[config.mk]
export PLATFORM = sky130hd
export DESIGN_NAME = fp_operand_unpack_flat
export DESIGN_NICKNAME = d
export VERILOG_FILES = /design/src/rtl/fp_operand_unpack_if.sv /design/src/rtl/fp_operand_unpack.sv /design/src/flat_wrapper.sv
export SDC_FILE = /design/constraint.sdc
export NUM_CORES = 1
export LEC_CHECK = 0
export ABC_AREA = 1
export BUFFER_PORTS_ARGS = -buffer_cell sky130_fd_sc_hd__buf_2
export CORE_MARGIN = 3
export CORE_UTILIZATION = 25
export DETAILED_ROUTE_END_ITERATION = 8
export MAX_ROUTING_LAYER = met4
export PLACE_DENSITY = 0.47
export SLEW_MARGIN = 20
export SYNTH_ARGS = -nofsm -noshare
export SYNTH_HDL_FRONTEND = slang
export SYNTH_SLANG_ARGS = --single-unit
[constraint.sdc]
create_clock -name clock -period 1.84 [get_ports clock]
set_input_delay 0 -clock clock [delete_from_list [all_inputs] [get_ports clock]]
set_output_delay 0 -clock clock [all_outputs]
set_load 0.02 [all_outputs]
[src/rtl/fp_operand_unpack_if.sv]
// Operand stream interface for fp_operand_unpack: raw float words in, decoded fields out.
// master drives words and downstream ready; slave is the unpacker.
interface fp_operand_unpack_if;
    logic        in_valid;
    logic [31:0] in_word;
    logic        in_ready;
    logic        out_valid;
    logic        out_ready;
    logic        out_sign;
    logic [7:0]  out_exponent;
    logic [23:0] out_significand;
    logic        out_is_zero;
    logic        out_is_denorm;
    logic        out_is_inf;
    logic        out_is_nan;

    modport master (
        output in_valid, in_word, out_ready,
        input  in_ready, out_valid, out_sign, out_exponent, out_significand,
               out_is_zero, out_is_denorm, out_is_inf, out_is_nan
    );

    modport slave (
        input  in_valid, in_word, out_ready,
        output in_ready, out_valid, out_sign, out_exponent, out_significand,
               out_is_zero, out_is_denorm, out_is_inf, out_is_nan
    );
endinterface

[src/rtl/fp_operand_unpack.sv]
// Two-stage single-precision operand unpacker with class flags and a saturating NaN counter.
// Define DENORM_FLUSH_EN to flush denormal inputs to signed zero instead of passing them gradually.
module fp_operand_unpack (
    input  logic                 clock,
    input  logic                 resetn,
    fp_operand_unpack_if.slave   bus,
    output logic [7:0]           nan_count
);
    localparam int unsigned WORD_W = 32;
    localparam int unsigned EXP_W  = 8;
    localparam int unsigned FRAC_W = 23;
    localparam int unsigned SIG_W  = FRAC_W + 1;
    localparam int unsigned CNT_W  = 8;

    localparam logic [EXP_W-1:0] EXP_MAX = '1;
    localparam logic [CNT_W-1:0] CNT_MAX = '1;

    logic              s1_valid;
    logic [WORD_W-1:0] s1_word;
    logic              s2_load;
    logic              accept;

    logic              s2_valid;
    logic              s2_sign;
    logic [EXP_W-1:0]  s2_exp;
    logic [SIG_W-1:0]  s2_sig;
    logic              s2_zero;
    logic              s2_denorm;
    logic              s2_inf;
    logic              s2_nan;

    logic [EXP_W-1:0]  raw_exp;
    logic [FRAC_W-1:0] raw_frac;
    logic [EXP_W-1:0]  dec_exp;
    logic [SIG_W-1:0]  dec_sig;
    logic              dec_zero;
    logic              dec_denorm;
    logic              dec_inf;
    logic              dec_nan;

    // S1 may refill in the same cycle it hands its word to S2.
    assign s2_load      = s1_valid && (!s2_valid || bus.out_ready);
    assign bus.in_ready = !s1_valid || s2_load;
    assign accept       = bus.in_valid && bus.in_ready;

    always_ff @(posedge clock or negedge resetn) begin
        if (!resetn) begin
            s1_valid <= 1'b0;
            s1_word  <= '0;
        end else if (accept) begin
            s1_valid <= 1'b1;
            s1_word  <= bus.in_word;
        end else if (s2_load) begin
            s1_valid <= 1'b0;
        end
    end

    assign raw_exp  = s1_word[WORD_W-2 -: EXP_W];
    assign raw_frac = s1_word[FRAC_W-1:0];

    // Field decode and classification of the S1 word.
    always_comb begin
        dec_exp    = raw_exp;
        dec_sig    = {1'b1, raw_frac};
        dec_zero   = 1'b0;
        dec_denorm = 1'b0;
        dec_inf    = 1'b0;
        dec_nan    = 1'b0;
        if (raw_exp == '0) begin
            if (raw_frac == '0) begin
                dec_exp  = '0;
                dec_sig  = '0;
                dec_zero = 1'b1;
            end else begin
`ifdef DENORM_FLUSH_EN
                dec_exp  = '0;
                dec_sig  = '0;
                dec_zero = 1'b1;
`else
                dec_exp    = EXP_W'(1);
                dec_sig    = {1'b0, raw_frac};
                dec_denorm = 1'b1;
`endif
            end
        end else if (raw_exp == EXP_MAX) begin
            dec_sig = {1'b0, raw_frac};
            if (raw_frac == '0) begin
                dec_inf = 1'b1;
            end else begin
                dec_nan = 1'b1;
            end
        end
    end

    always_ff @(posedge clock or negedge resetn) begin
        if (!resetn) begin
            s2_valid  <= 1'b0;
            s2_sign   <= 1'b0;
            s2_exp    <= '0;
            s2_sig    <= '0;
            s2_zero   <= 1'b0;
            s2_denorm <= 1'b0;
            s2_inf    <= 1'b0;
            s2_nan    <= 1'b0;
        end else if (s2_load) begin
            s2_valid  <= 1'b1;
            s2_sign   <= s1_word[WORD_W-1];
            s2_exp    <= dec_exp;
            s2_sig    <= dec_sig;
            s2_zero   <= dec_zero;
            s2_denorm <= dec_denorm;
            s2_inf    <= dec_inf;
            s2_nan    <= dec_nan;
        end else if (bus.out_ready) begin
            s2_valid <= 1'b0;
        end
    end

    // Counts delivered NaNs, sticking at all-ones.
    always_ff @(posedge clock or negedge resetn) begin
        if (!resetn) begin
            nan_count <= '0;
        end else if (s2_valid && bus.out_ready && s2_nan && (nan_count != CNT_MAX)) begin
            nan_count <= nan_count + CNT_W'(1);
        end
    end

    assign bus.out_valid       = s2_valid;
    assign bus.out_sign        = s2_sign;
    assign bus.out_exponent    = s2_exp;
    assign bus.out_significand = s2_sig;
    assign bus.out_is_zero     = s2_zero;
    assign bus.out_is_denorm   = s2_denorm;
    assign bus.out_is_inf      = s2_inf;
    assign bus.out_is_nan      = s2_nan;
endmodule

[src/flat_wrapper.sv]
// flat-port wrapper written by rule: the top's interface ports become plain ports
module fp_operand_unpack_flat 
  (clock, resetn, nan_count, bus_in_valid, bus_in_word, bus_out_ready, bus_in_ready, bus_out_valid, bus_out_sign, bus_out_exponent, bus_out_significand, bus_out_is_zero, bus_out_is_denorm, bus_out_is_inf, bus_out_is_nan);
  fp_operand_unpack_if bus_i ();
  input  logic clock;
  input  logic resetn;
  output logic [7:0] nan_count;
  input wire logic [$bits(bus_i.in_valid)-1:0] bus_in_valid;
  input wire logic [$bits(bus_i.in_word)-1:0] bus_in_word;
  input wire logic [$bits(bus_i.out_ready)-1:0] bus_out_ready;
  output wire logic [$bits(bus_i.in_ready)-1:0] bus_in_ready;
  output wire logic [$bits(bus_i.out_valid)-1:0] bus_out_valid;
  output wire logic [$bits(bus_i.out_sign)-1:0] bus_out_sign;
  output wire logic [$bits(bus_i.out_exponent)-1:0] bus_out_exponent;
  output wire logic [$bits(bus_i.out_significand)-1:0] bus_out_significand;
  output wire logic [$bits(bus_i.out_is_zero)-1:0] bus_out_is_zero;
  output wire logic [$bits(bus_i.out_is_denorm)-1:0] bus_out_is_denorm;
  output wire logic [$bits(bus_i.out_is_inf)-1:0] bus_out_is_inf;
  output wire logic [$bits(bus_i.out_is_nan)-1:0] bus_out_is_nan;
  assign bus_i.in_valid = bus_in_valid;
  assign bus_i.in_word = bus_in_word;
  assign bus_i.out_ready = bus_out_ready;
  assign bus_in_ready = bus_i.in_ready;
  assign bus_out_valid = bus_i.out_valid;
  assign bus_out_sign = bus_i.out_sign;
  assign bus_out_exponent = bus_i.out_exponent;
  assign bus_out_significand = bus_i.out_significand;
  assign bus_out_is_zero = bus_i.out_is_zero;
  assign bus_out_is_denorm = bus_i.out_is_denorm;
  assign bus_out_is_inf = bus_i.out_is_inf;
  assign bus_out_is_nan = bus_i.out_is_nan;
  fp_operand_unpack u_core (.clock(clock), .resetn(resetn), .bus(bus_i), .nan_count(nan_count));
endmodule
Yosys cells after proc, flatten, opt, wreduce, memory -nomap -nowiden

Cells that the tools add are included.

Register bits after elaboration: 79
Input bits: 36
Output and inout port bits: 47

Add/sub/neg operators: 1
Equal/unequal tests: 2
Multiplexer cells: 17
Reductions and logical operators: 13

Operator list:

| operator              | count |
|---|---|
| $mux W24              | 2 |
| $logic_not A23 Y1     | 1 |
| $mux W23              | 1 |
| $mux W1               | 13 |
| $add A8 B1 Y8 const B | 1 |
| $eq A8 B8 Y1 const B  | 1 |
| $logic_not A8 Y1      | 1 |
| $mux W8               | 1 |
| $ne A8 B8 Y1 const B  | 1 |
| $logic_and A1 B1 Y1   | 5 |
| $reduce_bool A2 Y1    | 2 |
| $logic_not A1 Y1      | 2 |
| $logic_or A1 B1 Y1    | 2 |

Depth between registers and ports, before layout

Depth in word-level cells: 6
Depth in mapped cells: 8
Gate-level depth less buffers: 8

Worst setup path before layout

Ideal clock, no wire load.

Path type: reg-to-reg
From: register u_core.nan_count[0]
To: register u_core.nan_count[7]
Library setup time: 0.117 ns
Arrival time: 1.318 ns
Required time: 1.723 ns
Path slack: 0.405 ns
Stages on the path, launching flop included: 9
Clock period less this slack: 1.435 ns
Cell sequence: dfrtp_1 ha_1 nand3_1 nor2_1 nand3_1 nand2_2 inv_2 nand2_1 nand2_1

Longest elaborated chain between the ends: 2

RTL lines:

| element                                                               | line                     | text |
|---|---|---|
| from (decl)                                                           | fp_operand_unpack.sv:7   | `output logic [7:0] nan_count` |
| from (signal assigned)                                                | fp_operand_unpack.sv:124 | `nan_count <= nan_count + CNT_W'(1);` |
| parallel branches: the longest is 2 deep, another holds $add A8 B1 Y8 | --                       |  |

Several ways; the timed one is not identified.
A chain may end at the register's enable or synchronous reset.

Final worst setup path

Ends and elaborated chain as after synthesis.

==> summary.txt <==
Critical path
  – Worst reg2reg setup slack: between 0.4 and 0.5 ns
  – R2R Path End: u_core.nan_count[7]
  – Worst EP required: between 2 and 2.5 ns
  – Critical Path Fanout Max: 10
  – Crit path kind: flip-flop to flip-flop
  – Slowest stage delay, CP: between 0.3 and 0.4 ns
  – R2R cell count: 8
  – Setup crit start kind: flip-flop
  – Crit path capture type: flip-flop
  – Worst path cell trace: ha_1 > nand3_1 > nor2_1 > nand3_1 > nand2_2 > inv_2 > nand2_1 > nand2_1
  – Slowest cell on crit path: dfrtp_1
  – Reg2reg start: u_core.nan_count[0]
  – Worst Path Arrival: roughly 1.7 ns

Cells and area
  – Post-Route Utilization: 0.3627
  – Final nets: around 490
  – Layout cells sized above 1: 0.2993
  – Area grow syn2layout: 40.84%
  – # fillers: between 1000 and 1500
  – Finished Cell Area: approximately 4600 um2
  – Diode count: 0

Logic synthesis
  – Sequential area share after synthesis: 0.6058
  – Count leader, synth: nand2_1
  – Synth Area in Simple Gates: 0.1956
  – Syn avg cell area: around 9.8 um2
  – Async SR Flop Fraction: 1.000
  – Area fraction of the dominant cell type after synthesis: 0.6058
  – Yosys warns: 0
  – Number of distinct library cells after synthesis: 24
  – Multiplexer share of the synthesized area: 0.06518
  – Cell Area, Synth: 3263 um2
  – Syn nets: 370
  – Ys flop type: dfrtp_1
  – Cells after Synth: 333
  – Yosys reg bits: 79
  – EDFF count, synth: 0
  – Ranking of synthesized cells by area: dfrtp_1, nand2_1, mux2_2
  – Post-synthesis compound-gate area fraction: 0.06173
  – Adder and majority gate portion of the synthesized area: 0.003834
  – Main combinational cell family by area after synthesis: simple AND/OR/NAND/NOR gates
  – Area leader, netlist: dfrtp_1
  – Xor/xnor share of the synthesized area: 0.01610
  – Synth top cells by count: nand2_1, dfrtp_1, nor2_1

Clock tree
  – Post-CTS setup buffers: 0
  – Clock buffer depth: 2
  – Post-CTS Hold Fix Bufs: 34
  – H-tree level count: 3
  – Post-CTS Resized: 0
  – Root buffer cell: clkbuf_16
  – Reg clk slew, reported paths: 0.06 ns
  – CTS tree: built
  – Clock sink count: between 70 and 80
  – Total CTS buffers: 9
  – Worst skew pair latency: 0.33 ns

STA
  – Slew Limit Fails: 0
  – Hold Worst Slack: roughly 0.13 ns
  – Min cycle time layout: 1.438 ns
  – Period utilisation layout: 0.7818
  – Hold Vio Cnt, Final: 0
  – Clk_skew: around 0.0044 ns
  – Slew @ Worst Pin: between 0.3 and 0.4 ns
  – Max transition margin: 0.7444
  – Final setup viols: 0
  – Fmax: about 700 MHz
  – Setup TNS: 0 ns
  – Unrepaired setup endpoints after global routing: no
  – Final WS setup: 0.4015 ns

Global route
  – Vias in the first global route: 2685
  – First-pass GRT wire length: ~14 mm
  – Overall routing resource usage: 0.1237
  – Grt ovf: 0
  – Initial antenna violation count: 0
  – Largest net degree at the start of global routing: 36

Routing
  – Iter 0 DRT Violations: between 100 and 150
  – Final ANT Viol Nets: 0
  – Overall routed net length: 8.048 mm
  – First drt pass iteration count: 5
  – Routed via count: 2562
  – Vias/cell: about 4.0
  – Post-route DRC: 0
  – Drt wl/cell: approximately 13 um

Floorplanning
  – Io pins: 83
  – Core ar.: around 13000 um2
  – Die width: between 100 and 150 um
  – Die Ht: approximately 120 um
  – Starting Density: 0.2575
  – Placement Rows: 41
  – Total Die Area: 14460 um2

Placed design
  – IO buf count: 82
  – Placed cell area: around 3900 um2
  – HPWL after DPL: around 5.7 mm
  – GPL Wtd Cong: between 0.7 and 0.8
  – Post-place setup slack: between 0.3 and 0.4 ns

Power and ir drop
  – Power Density: 1229 nW/um2
  – Sequential Power Share: 0.410
  – Leak: roughly 2.3 nW
  – Clk network pwr share: 0.358
  – Logic gate share of total power: 0.232
  – P_sw: roughly 1.7 mW
  – Net Sw Frac: 0.3030
  – Maximum VDD drop: around 0.00036 V
  – P_int: between 3 and 4 mW

Flow run
  – MaxCap Viol Count: 0

Run status
  – Status: complete, no violations

Min path
  – HP Class: primary input to async pin
-- layer usage --
metal  track usage  share of wire  vias up
li1              -              -     1301
met2        0.1963           0.48       48
met5             -              0        -
met4       0.04674          0.011        0
met3       0.03087          0.038        6
met1        0.1538           0.47     1207
-- kinds of logic (layout without fill, tap and decap cells) --
| logic type | count (synthesis) | after routing |
|---|---|---|
| and+or+nand+nor | 161 | 161 |
| DFF | 79 | 79 |
| buffers and inverters | 34 | 162 |
| AOI/OAI and AO/OA | 33 | 33 |
| muxes | 19 | 19 |
| xor gates and xnor gates | 6 | 6 |
| adders and majority gates | 1 | 1 |
-- registers in the layout (all words and copies together) (netlist names) --
signal                      cells
u_core.s1_word                 32
u_core.bus.out_significand     24
u_core.bus.out_exponent         8
u_core.nan_count                8
u_core.bus.out_is_denorm        1
u_core.bus.out_is_inf           1
u_core.bus.out_is_nan           1
u_core.bus.out_is_zero          1
u_core.bus.out_sign             1
u_core.bus.out_valid            1
u_core.s1_valid                 1
-- metrics by stage --
stage	total power, mW	std cells
2_1_floorplan	3.108	333
3_3_place_gp	3.611	583
3_5_place_dp	3.630	583
4_1_cts	5.750	633
5_1_grt	5.986	633
6_report	5.650	633
-- power by group through the flow --
stage	clock, mW	combinational (mW)	sequential, mW
5_1_grt	2.16	1.46	2.37
4_1_cts	2.09	1.34	2.32
3_3_place_gp	0	1.27	2.34
2_1_floorplan	0	0.479	2.63
3_5_place_dp	0	1.28	2.35
6_report	2.02	1.31	2.32
-- worst max-delay path, delay by kind of cell, from the launching register on --
| kind | cells | cell delay (ns) |
|---|---|---|
| adder cells (fa/ha/maj) | 1 | 0.22 |
| flip-flops | 1 | 0.39 |
| AND/OR/NAND/NOR | 6 | 0.63 |
| buffers and inverters | 1 | 0.08 |
-- how the worst max path moves through the flow --
stage / from / endpoint / slack [ns] / cells past startpoint
global placement: u_core.nan_count[1] / u_core.nan_count[1] / 0.44 / 8
floorplan: u_core.nan_count[0] / u_core.nan_count[7] / 0.41 / 8
finish: u_core.nan_count[0] / u_core.nan_count[7] / 0.40 / 8
global route: u_core.nan_count[0] / u_core.nan_count[7] / 0.20 / 8
CTS: u_core.nan_count[1] / u_core.nan_count[7] / 0.38 / 8
detailed placement: u_core.nan_count[1] / u_core.nan_count[1] / 0.39 / 8
-- final cells by class --
class	count	area (um2)	area share
Clock buffer	14	284.0	0.06180
Clock inverter	2	60.06	0.01307
Inverter	23	86.33	0.01879
Multi-Input combinational cell	220	1117	0.2431
Sequential cell	79	1977	0.4302
Tap cell	172	215.2	0.04683
Timing Repair Buffer	123	855.8	0.1862
-- layout by cell type (no fill, tap or decap), drive strengths merged, types with 4 or more instances in the layout --
cell and n:
nand2 110, buf 89, dfrtp 79, nor2 37, dlygate4sd3 34, inv 23
mux2 18, o21ai 18, a21oi 14, clkbuf 14, nand3 9, xnor2 4
Power figures use the tool's default switching activity.
